### src/rtl/traffic_pkg.sv
// Shared light encodings, FSM state codes and the lamp decode for the
// two-road intersection scheduler.
package traffic_pkg;

  localparam logic [1:0] GREEN  = 2'b11;
  localparam logic [1:0] YELLOW = 2'b01;
  localparam logic [1:0] RED    = 2'b00;

  typedef enum logic [2:0] {
    A_GRN = 3'd0,
    A_YEL = 3'd1,
    RED_A = 3'd2,
    B_GRN = 3'd3,
    B_YEL = 3'd4,
    RED_B = 3'd5,
    WALK  = 3'd6
  } state_e;

  typedef enum logic {
    ROAD_A = 1'b0,
    ROAD_B = 1'b1
  } road_e;

  typedef struct packed {
    logic [1:0] la;
    logic [1:0] lb;
    logic       walk;
  } lamps_t;

  function automatic lamps_t decode_lamps(input state_e s);
    lamps_t l;
    l = '{la: RED, lb: RED, walk: 1'b0};
    case (s)
      A_GRN:   l.la   = GREEN;
      A_YEL:   l.la   = YELLOW;
      B_GRN:   l.lb   = GREEN;
      B_YEL:   l.lb   = YELLOW;
      WALK:    l.walk = 1'b1;
      default: ;
    endcase
    return l;
  endfunction

endpackage

### src/rtl/traffic_phase_sched_timer.sv
// Per-state cycle counter: clears when the state changes, saturates at a
// programmable limit and flags the last cycle of a len-cycle interval.
module phase_timer #(
  parameter int unsigned TW = 6
) (
  input  logic          clk,
  input  logic          rst,
  input  logic          clr_i,
  input  logic [TW-1:0] limit_i,
  input  logic [TW-1:0] len_i,
  output logic [TW-1:0] cnt_o,
  output logic          tc_o
);

  logic [TW-1:0] cnt_q;
  logic [TW-1:0] cnt_d;

  always_comb begin
    cnt_d = cnt_q;
    if (clr_i) begin
      cnt_d = '0;
    end else if (cnt_q < limit_i) begin
      cnt_d = cnt_q + TW'(1);
    end
  end

  always_ff @(posedge clk) begin
    if (rst) begin
      cnt_q <= '0;
    end else begin
      cnt_q <= cnt_d;
    end
  end

  assign cnt_o = cnt_q;
  assign tc_o  = (cnt_q == (len_i - TW'(1)));

endmodule

### src/rtl/traffic_phase_sched.sv
// Two-road traffic light scheduler with min/max green, yellow, all-red
// clearance and a pedestrian walk phase inserted after a clearance.
module traffic_phase_sched
  import traffic_pkg::*;
#(
  parameter int unsigned MIN_GREEN = 8,
  parameter int unsigned MAX_GREEN = 32,
  parameter int unsigned YELLOW_T  = 3,
  parameter int unsigned ALL_RED_T = 1,
  parameter int unsigned WALK_T    = 6,
  parameter int unsigned TW        = 6
) (
  input  logic       clk,
  input  logic       rst,
  input  logic       ta,
  input  logic       tb,
  input  logic       ped_req,
  output logic [1:0] la,
  output logic [1:0] lb,
  output logic       walk,
  output logic       ped_ack,
  output logic [2:0] phase
);

  state_e        state_q, state_d;
  logic          ped_pending_q, ped_pending_d;
  road_e         last_road_q, last_road_d;
  logic [1:0]    la_q, lb_q;
  logic          walk_q, ped_ack_q;
  logic [TW-1:0] timer;
  logic          tc;
  logic [TW-1:0] len;
  logic [TW-1:0] limit;
  logic          state_chg;
  logic          min_done;
  logic          ped_any;
  lamps_t        lamps_d;

  // Green states use MAX_GREEN as the interval so tc doubles as "max reached".
  always_comb begin
    len   = TW'(MAX_GREEN);
    limit = '1;
    case (state_q)
      A_GRN, B_GRN: begin
        len   = TW'(MAX_GREEN);
        limit = TW'(MAX_GREEN - 1);
      end
      A_YEL, B_YEL: len = TW'(YELLOW_T);
      RED_A, RED_B: len = TW'(ALL_RED_T);
      WALK:         len = TW'(WALK_T);
      default:      len = TW'(MAX_GREEN);
    endcase
  end

  assign min_done = (timer >= TW'(MIN_GREEN - 1));
  assign ped_any  = ped_pending_q | ped_req;

  always_comb begin
    state_d = state_q;
    case (state_q)
      A_GRN: if (min_done && (tb || ped_any) && (!ta || tc)) state_d = A_YEL;
      A_YEL: if (tc) state_d = RED_A;
      RED_A: if (tc) state_d = ped_any ? WALK : B_GRN;
      B_GRN: if (min_done && (ta || ped_any) && (!tb || tc)) state_d = B_YEL;
      B_YEL: if (tc) state_d = RED_B;
      RED_B: if (tc) state_d = ped_any ? WALK : A_GRN;
      WALK:  if (tc) state_d = (last_road_q == ROAD_A) ? B_GRN : A_GRN;
      default: state_d = A_GRN;
    endcase
  end

  assign state_chg = (state_d != state_q);

  // Entering WALK clears the request even if ped_req is high that same cycle.
  always_comb begin
    ped_pending_d = ped_pending_q;
    if (state_d == WALK && state_q != WALK) begin
      ped_pending_d = 1'b0;
    end else if (ped_req && state_q != WALK) begin
      ped_pending_d = 1'b1;
    end
  end

  always_comb begin
    last_road_d = last_road_q;
    if (state_q == A_GRN && state_chg) begin
      last_road_d = ROAD_A;
    end else if (state_q == B_GRN && state_chg) begin
      last_road_d = ROAD_B;
    end
  end

  assign lamps_d = decode_lamps(state_d);

  always_ff @(posedge clk) begin
    if (rst) begin
      state_q       <= A_GRN;
      ped_pending_q <= 1'b0;
      last_road_q   <= ROAD_B;
      la_q          <= GREEN;
      lb_q          <= RED;
      walk_q        <= 1'b0;
      ped_ack_q     <= 1'b0;
    end else begin
      state_q       <= state_d;
      ped_pending_q <= ped_pending_d;
      last_road_q   <= last_road_d;
      la_q          <= lamps_d.la;
      lb_q          <= lamps_d.lb;
      walk_q        <= lamps_d.walk;
      ped_ack_q     <= (state_d == WALK) && (state_q != WALK);
    end
  end

  phase_timer #(
    .TW(TW)
  ) u_timer (
    .clk    (clk),
    .rst    (rst),
    .clr_i  (state_chg),
    .limit_i(limit),
    .len_i  (len),
    .cnt_o  (timer),
    .tc_o   (tc)
  );

  assign la      = la_q;
  assign lb      = lb_q;
  assign walk    = walk_q;
  assign ped_ack = ped_ack_q;
  assign phase   = state_q;

endmodule

### config.mk
export PLATFORM = sky130hd
export DESIGN_NAME = traffic_phase_sched
export DESIGN_NICKNAME = d
export VERILOG_FILES = /design/src/rtl/traffic_pkg.sv /design/src/rtl/traffic_phase_sched_timer.sv /design/src/rtl/traffic_phase_sched.sv
export SDC_FILE = /design/constraint.sdc
export NUM_CORES = 1
export LEC_CHECK = 0
export ABC_AREA = 0
export CAP_MARGIN = 20
export CORE_ASPECT_RATIO = 0.7
export CORE_MARGIN = 5
export CORE_UTILIZATION = 55
export DETAILED_ROUTE_END_ITERATION = 8
export DONT_BUFFER_PORTS = 1
export PLACE_DENSITY = 0.83
export SYNTH_ARGS = -nofsm -noshare
export SYNTH_HDL_FRONTEND = slang
export SYNTH_SLANG_ARGS = --single-unit
### constraint.sdc
create_clock -name clk -period 3.2 [get_ports clk]
set_input_delay 0.48 -clock clk [delete_from_list [all_inputs] [get_ports clk]]
set_output_delay 0.48 -clock clk [all_outputs]
set_load 0.05 [all_outputs]
==> Yosys cells after proc, flatten, opt, wreduce, memory -nomap -nowiden <==
Cells that the tools add are included.
{ "classes": {"shifts": 0, "bitwise": 1, "n_eq_ne": 13, "div": 0, "magnitude_cmp": 2, "add_sub_neg": 2, "mux": 18, "mul": 0, "reduce_logical": 22} }
{ "ops": {"columns": ["operator", "count"], "rows": [
  ["$mux W3", 9],
  ["$pmux W3 S7", 1],
  ["$pmux W6 S3", 1],
  ["$eq A3 B3 Y1 const B", 5],
  ["$reduce_or A2 Y1", 5],
  ["$eq A3 B2 Y1 const B", 3],
  ["$logic_and A1 B1 Y1", 8],
  ["$pmux W2 S2", 2],
  ["$add A6 B1 Y6 const B", 1],
  ["$eq A3 B1 Y1 const B", 2],
  ["$eq A6 B6 Y1", 1],
  ["$ge A6 B3 Y1 const B", 1],
  ["$logic_not A3 Y1", 2],
  ["$lt A6 B6 Y1", 1],
  ["$mux W6", 1],
  ["$sub A6 B1 Y6 const B", 1],
  ["$logic_or A1 B1 Y1", 4],
  ["$mux W1", 3],
  ["$ne A3 B3 Y1", 1],
  ["$ne A3 B3 Y1 const B", 1],
  ["$logic_not A1 Y1", 2],
  ["$mux W2", 1],
  ["$reduce_bool A2 Y1", 1],
  ["$or A1 B1 Y1", 1]
]} }
{ "word_totals": {"latchBits": 0, "romBits": 0, "input_bits": 5, "ff_bits": 17, "word_cells": 66, "mem_count": 0, "ram_bits": 0, "out_inout_bits": 9} }

==> Depth between registers and ports, before layout <==
{ "depth": {"depth_word": 13, "depth_mapped": 12, "mapped_depth_nobuf": 11} }

==> By module <==
From an unflattened synthesis, not the netlist that was laid out.
{ "unflattened": {"cells_unflattened": 158, "hier_area_um2": 1311.3} }
{ "by_module_without_submodules": {"columns": ["module", "n_inst", "area_each_um2", "cells_each"], "rows": [
  ["traffic_phase_sched", 1, 734.5, 86],
  ["phase_timer", 1, 576.8, 72]
]} }

==> Worst setup path after synthesis <==
No wires, ideal clock.
{ "synth_timing": {"path_type": "register to register", "startpoint": "register state_q[2], in the netlist phase[2]", "endpoint": "register lb_q[0], in the netlist lb[0]", "arrival_ns": 3.287, "required_ns": 3.073, "setup_time_ns": 0.127, "path_slack_ns": -0.214, "n_path_buf": 1, "period_less_slack_ns": 3.414, "path_stages_with_launch": 11, "cell_sequence": "dfxtp_1 > buf_1 > mux2_2 > ha_1 > ha_1 > xor2_1 > or4_4 > a21o_4 > mux2_4 > a31oi_2 > o41ai_2"} }
{ "synth_between": {"elab_chain_len": 11, "elab_cells_between_ends": 27} }
{ "synth_lines": {"columns": ["item", "line_no", "rtl"], "rows": [
  ["from (decl)", "traffic_phase_sched.sv:25", "state_e state_q, state_d;"],
  ["from (signal assigned)", "traffic_phase_sched.sv:105", "state_q <= state_d;"],
  ["$eq A3 B3 Y1, or another cell as far along", "traffic_phase_sched.sv:43, traffic_phase_sched.sv:60", null],
  ["$reduce_or A2 Y1", "traffic_phase_sched.sv:43", "case (state_q)"],
  ["$pmux W6 S3", "traffic_phase_sched.sv:43", null],
  ["$sub A6 B1 Y6", "traffic_phase_sched_timer.sv:36", "assign tc_o = (cnt_q == (len_i - TW'(1)));"],
  ["$eq A6 B6 Y1", "traffic_phase_sched_timer.sv:36", null],
  ["$logic_or A1 B1 Y1 (on tied branches)", "traffic_phase_sched.sv:64, traffic_phase_sched.sv:61", null],
  ["$logic_and A1 B1 Y1 (on tied branches)", "traffic_phase_sched.sv:64, traffic_phase_sched.sv:61", null],
  ["$mux W3 (on tied branches)", "traffic_phase_sched.sv:64, traffic_phase_sched.sv:61", null],
  ["$pmux W3 S7 *", "traffic_phase_sched.sv:60", "case (state_q)"],
  ["$eq A3 B3 Y1 / $eq A3 B2 Y1 (equally long branches)", "traffic_pkg.sv:33", "case (s)"],
  ["$pmux W2 S2 *", "traffic_pkg.sv:33", null],
  ["to (signal assigned)", "traffic_phase_sched.sv:109", "lb_q <= lamps_d.lb;"],
  ["to (decl)", "traffic_phase_sched.sv:28", "logic [1:0] la_q, lb_q;"]
]} }
Every way passes the cells marked *; elsewhere a longest branch is shown, timed or not.
A chain may end at the register's enable or synchronous reset.

==> Worst setup path after layout <==
{ "layout_timing": {"startpoint": "register state_q[2], in the netlist phase[2]", "endpoint": "register u_timer.cnt_q[2], in the netlist u_timer.cnt_o[2]"} }
{ "layout_between": {"elab_chain_len": 11, "elab_cells_between_ends": 29} }
{ "layout_lines": {"columns": ["item", "line_no", "rtl"], "rows": [
  ["$eq A3 B3 Y1, or another cell as far along", "traffic_phase_sched.sv:43, traffic_phase_sched.sv:60", null],
  ["$reduce_or A2 Y1", "traffic_phase_sched.sv:43", null],
  ["$pmux W6 S3", "traffic_phase_sched.sv:43", null],
  ["$sub A6 B1 Y6", "traffic_phase_sched_timer.sv:36", null],
  ["$eq A6 B6 Y1", "traffic_phase_sched_timer.sv:36", null],
  ["$logic_or A1 B1 Y1 (on tied branches)", "traffic_phase_sched.sv:64, traffic_phase_sched.sv:61", null],
  ["$logic_and A1 B1 Y1 (on tied branches)", "traffic_phase_sched.sv:64, traffic_phase_sched.sv:61", null],
  ["$mux W3 (on tied branches)", "traffic_phase_sched.sv:64, traffic_phase_sched.sv:61", null],
  ["$pmux W3 S7", "traffic_phase_sched.sv:60", null],
  ["$ne A3 B3 Y1", "traffic_phase_sched.sv:72", "assign state_chg = (state_d != state_q);"],
  ["$reduce_or A2 Y1 (no source line)", null, null],
  ["to (signal assigned)", "traffic_phase_sched_timer.sv:31", "cnt_q <= cnt_d;"],
  ["to (decl)", "traffic_phase_sched_timer.sv:15", "logic [TW-1:0] cnt_q;"]
]} }
Parallel ways exist; a longest one is shown, timed or not.

==> impl_metrics.toml <==
[setup_path]
endpoint_kind = "flip-flop"
cp_max_fo = 13
r2r_end = "u_timer.cnt_o[2]"
crit_required_ns = 3.39
reg2reg_depth = 9
r2r_slack_ns = 0.14
r2r-start = "phase[2]"
crit_arrival_ns = 3.25
cp-start-kind = "flip-flop"
worstSetupPathType = "flip-flop to flip-flop"

[logic_synthesis]
synthArstFlopShare = 0
synthesis.area_mm2 = 0.00113
yosys-top-cells-count = "nor2_1, dfxtp_1, nand2_1"
netlist.area_leader.share = 0.300
avgSynthCellArea_um2 = 9.01
yosysSeqAreaShare = 0.300
syn_inst = 126
synth_top_area_cell = "dfxtp_1"
synth_edf_count = 0
yosys_warnings = 0
synth_ff_type = "dfxtp_1"
yosysMostFrequentCell = "nor2_1"
synth_area_leaders = "dfxtp_1, nor2_1, ha_1"
synth_cell_types = 49
syn_nets = 135
synth-seq-cells = 17

[min_path]
min-delay-start = "rst"
hp-class = "primary input to flip-flop"
hold_depth = 1
min_to = "phase[2]"

[routing]
via_per_inst = 6.89
totalWireLength_um = 2990
wl_per_cell_um = 19.8
drc = 0
dr_total_vias = 1041
firstDrtPassIters = 4
ant_nets = 0
first_iter_violations = 99

[clock_tree]
cts_resized = 0
clockBufferDepth = 2
clk_latency_ns = 0.30
cts.sinks = 17
cts_made_buffers = 3
clockRootBuffer = "clkbuf_4"
cts_tree = "built"
htree_num_levels = 1
hold_buffers = 0
cts_setup_buffers = 0
path_clk_slew_ns = 0.10

[final_layout]
fill_cells = 161
syn2layout_area_growth_pct = 5.18
nets = 139
drive_above_1_share = 0.217
diodes = 0

[pwr]
power.leakage_uw = 0.000436
power_density_mw_per_mm2 = 310
irDropWorstVdd_mv = 0.293

[global_routing]
grt_usage = 0.216
grt_pass1_wl_um = 5020
antenna_found_initial = 0
grt-ovfl-total = 0
grt_pass1_vias = 1000
grt_max_degree = 15

[timing]
setup-tns-final_ns = 0
rsz0062_at_grt = "no"
hold_violations = 0
max_freq_mhz = 327
slew_violations = 0
slew_headroom = 0.553
finalSetupViolCount = 0
fin_crit_ns = 3.06
whs_ns = 0.235
finalCritPeriodShare = 0.955
worst_pin_slew_ns = 0.664
clock_skew_ns = 0.00235

[floorplanning]
initial_core_util = 0.596
die_x_um = 64.3
die_area_mm2 = 0.00309
core_mm2 = 0.00190
num_io_pins = 14
die_h_um = 48.0
num_rows = 13

[place]
gp_congestion = 0.945
dp_hpwl_um = 2330
placement.io_buffers = 0

[run_status]
status = "finished, final reports clean"

[run]
cap_viol_max_count = 0
==> flip-flops by register name, summed over array words and instances, names as in the netlist <==
name           count
phase              3
last_road_q        1
ped_pending_q      1
la                 2
walk               1
u_timer.cnt_o      6
lb                 2
ped_ack            1
==> cells in the final DEF (no fill, tap or decap), types with 3 or more instances in the layout <==
cell / Yosys / final
ha_1: 4 / 4
o21ai_0: 4 / 4
dfxtp_1: 17 / 15
xnor2_1: 5 / 5
clkbuf_4: 0 / 3
nor2_1: 18 / 18
nor3_1: 6 / 6
a21oi_1: 4 / 4
and3_1: 3 / 3
nand2_1: 10 / 10
xor2_1: 3 / 3
inv_1: 4 / 4
buf_4: 0 / 4
==> per-stage QoR <==
stage          total power (µW)  setup slack, ns  utilization  cells  instance area, µm²
6_report                    370            0.143        0.627    151                1190
5_1_grt                     388           0.0130        0.627    151                1190
4_1_cts                     373            0.211        0.627    151                1190
3_5_place_dp                255            0.230        0.613    147                1170
3_3_place_gp                253            0.304        0.613    147                1170
2_1_floorplan               250           0.0284            -    126                1140
==> worst max-delay path by stage <==
stage | startpoint | end | slack (ns) | depth (start not counted)
floorplan | phase[1] | lb[0] | 0.03 | 12
global placement | phase[2] | last_road_q | 0.30 | 9
detailed placement | phase[2] | lb[0] | 0.23 | 9
CTS | phase[2] | lb[0] | 0.21 | 9
global route | phase[2] | u_timer.cnt_o[2] | 0.01 | 9
finish | phase[2] | u_timer.cnt_o[2] | 0.14 | 9
==> worst max-delay path: stages, from the launching register on <==
cell and delay [ns]:
dfxtp_2 0.51, mux2_2 0.38, ha_1 0.20, ha_1 0.19
xor2_1 0.14, or4_4 0.57, a21oi_1 0.35, o221a_2 0.27
nand4bb_1 0.26, nor2_1 0.09
==> power by group <==
group | switching, µW | internal (µW)
Clock | 72.2 | 46.6
Sequential | 8.93 | 216
Combinational | 14.0 | 11.7
==> cell families (layout without fill, tap and decap cells) <==
kind of cell	after synthesis	in the layout	share of synthesized area
simple gates	56	56	0.266
compound gates	29	29	0.258
flops	17	17	0.300
buf+inv	9	12	0.0386
xor+xnor	8	8	0.0617
fa+ha+maj	4	4	0.0441
mux	3	3	0.0320
==> area by class of cell <==
type | count | area (µm²) | area share
clock inverters | 1 | 5.00 | 0.00419
clock buffers | 3 | 22.5 | 0.0189
flip-flops and latches | 17 | 343 | 0.287
multi-input cells | 100 | 751 | 0.629
repair buffers | 4 | 30.0 | 0.0252
well taps | 22 | 27.5 | 0.0231
inverters | 4 | 15.0 | 0.0126
==> layer usage <==
| metal | wire length (µm) | global-route usage | vias up |
|---|---|---|---|
| met5 | 0 | 0 | - |
| met4 | 94 | 0.0894 | 0 |
| met3 | 342 | 0.0751 | 16 |
| met2 | 1260 | 0.329 | 75 |
| met1 | 1290 | 0.284 | 480 |
| li1 | - | - | 470 |
(Power assumes the default switching activity.)
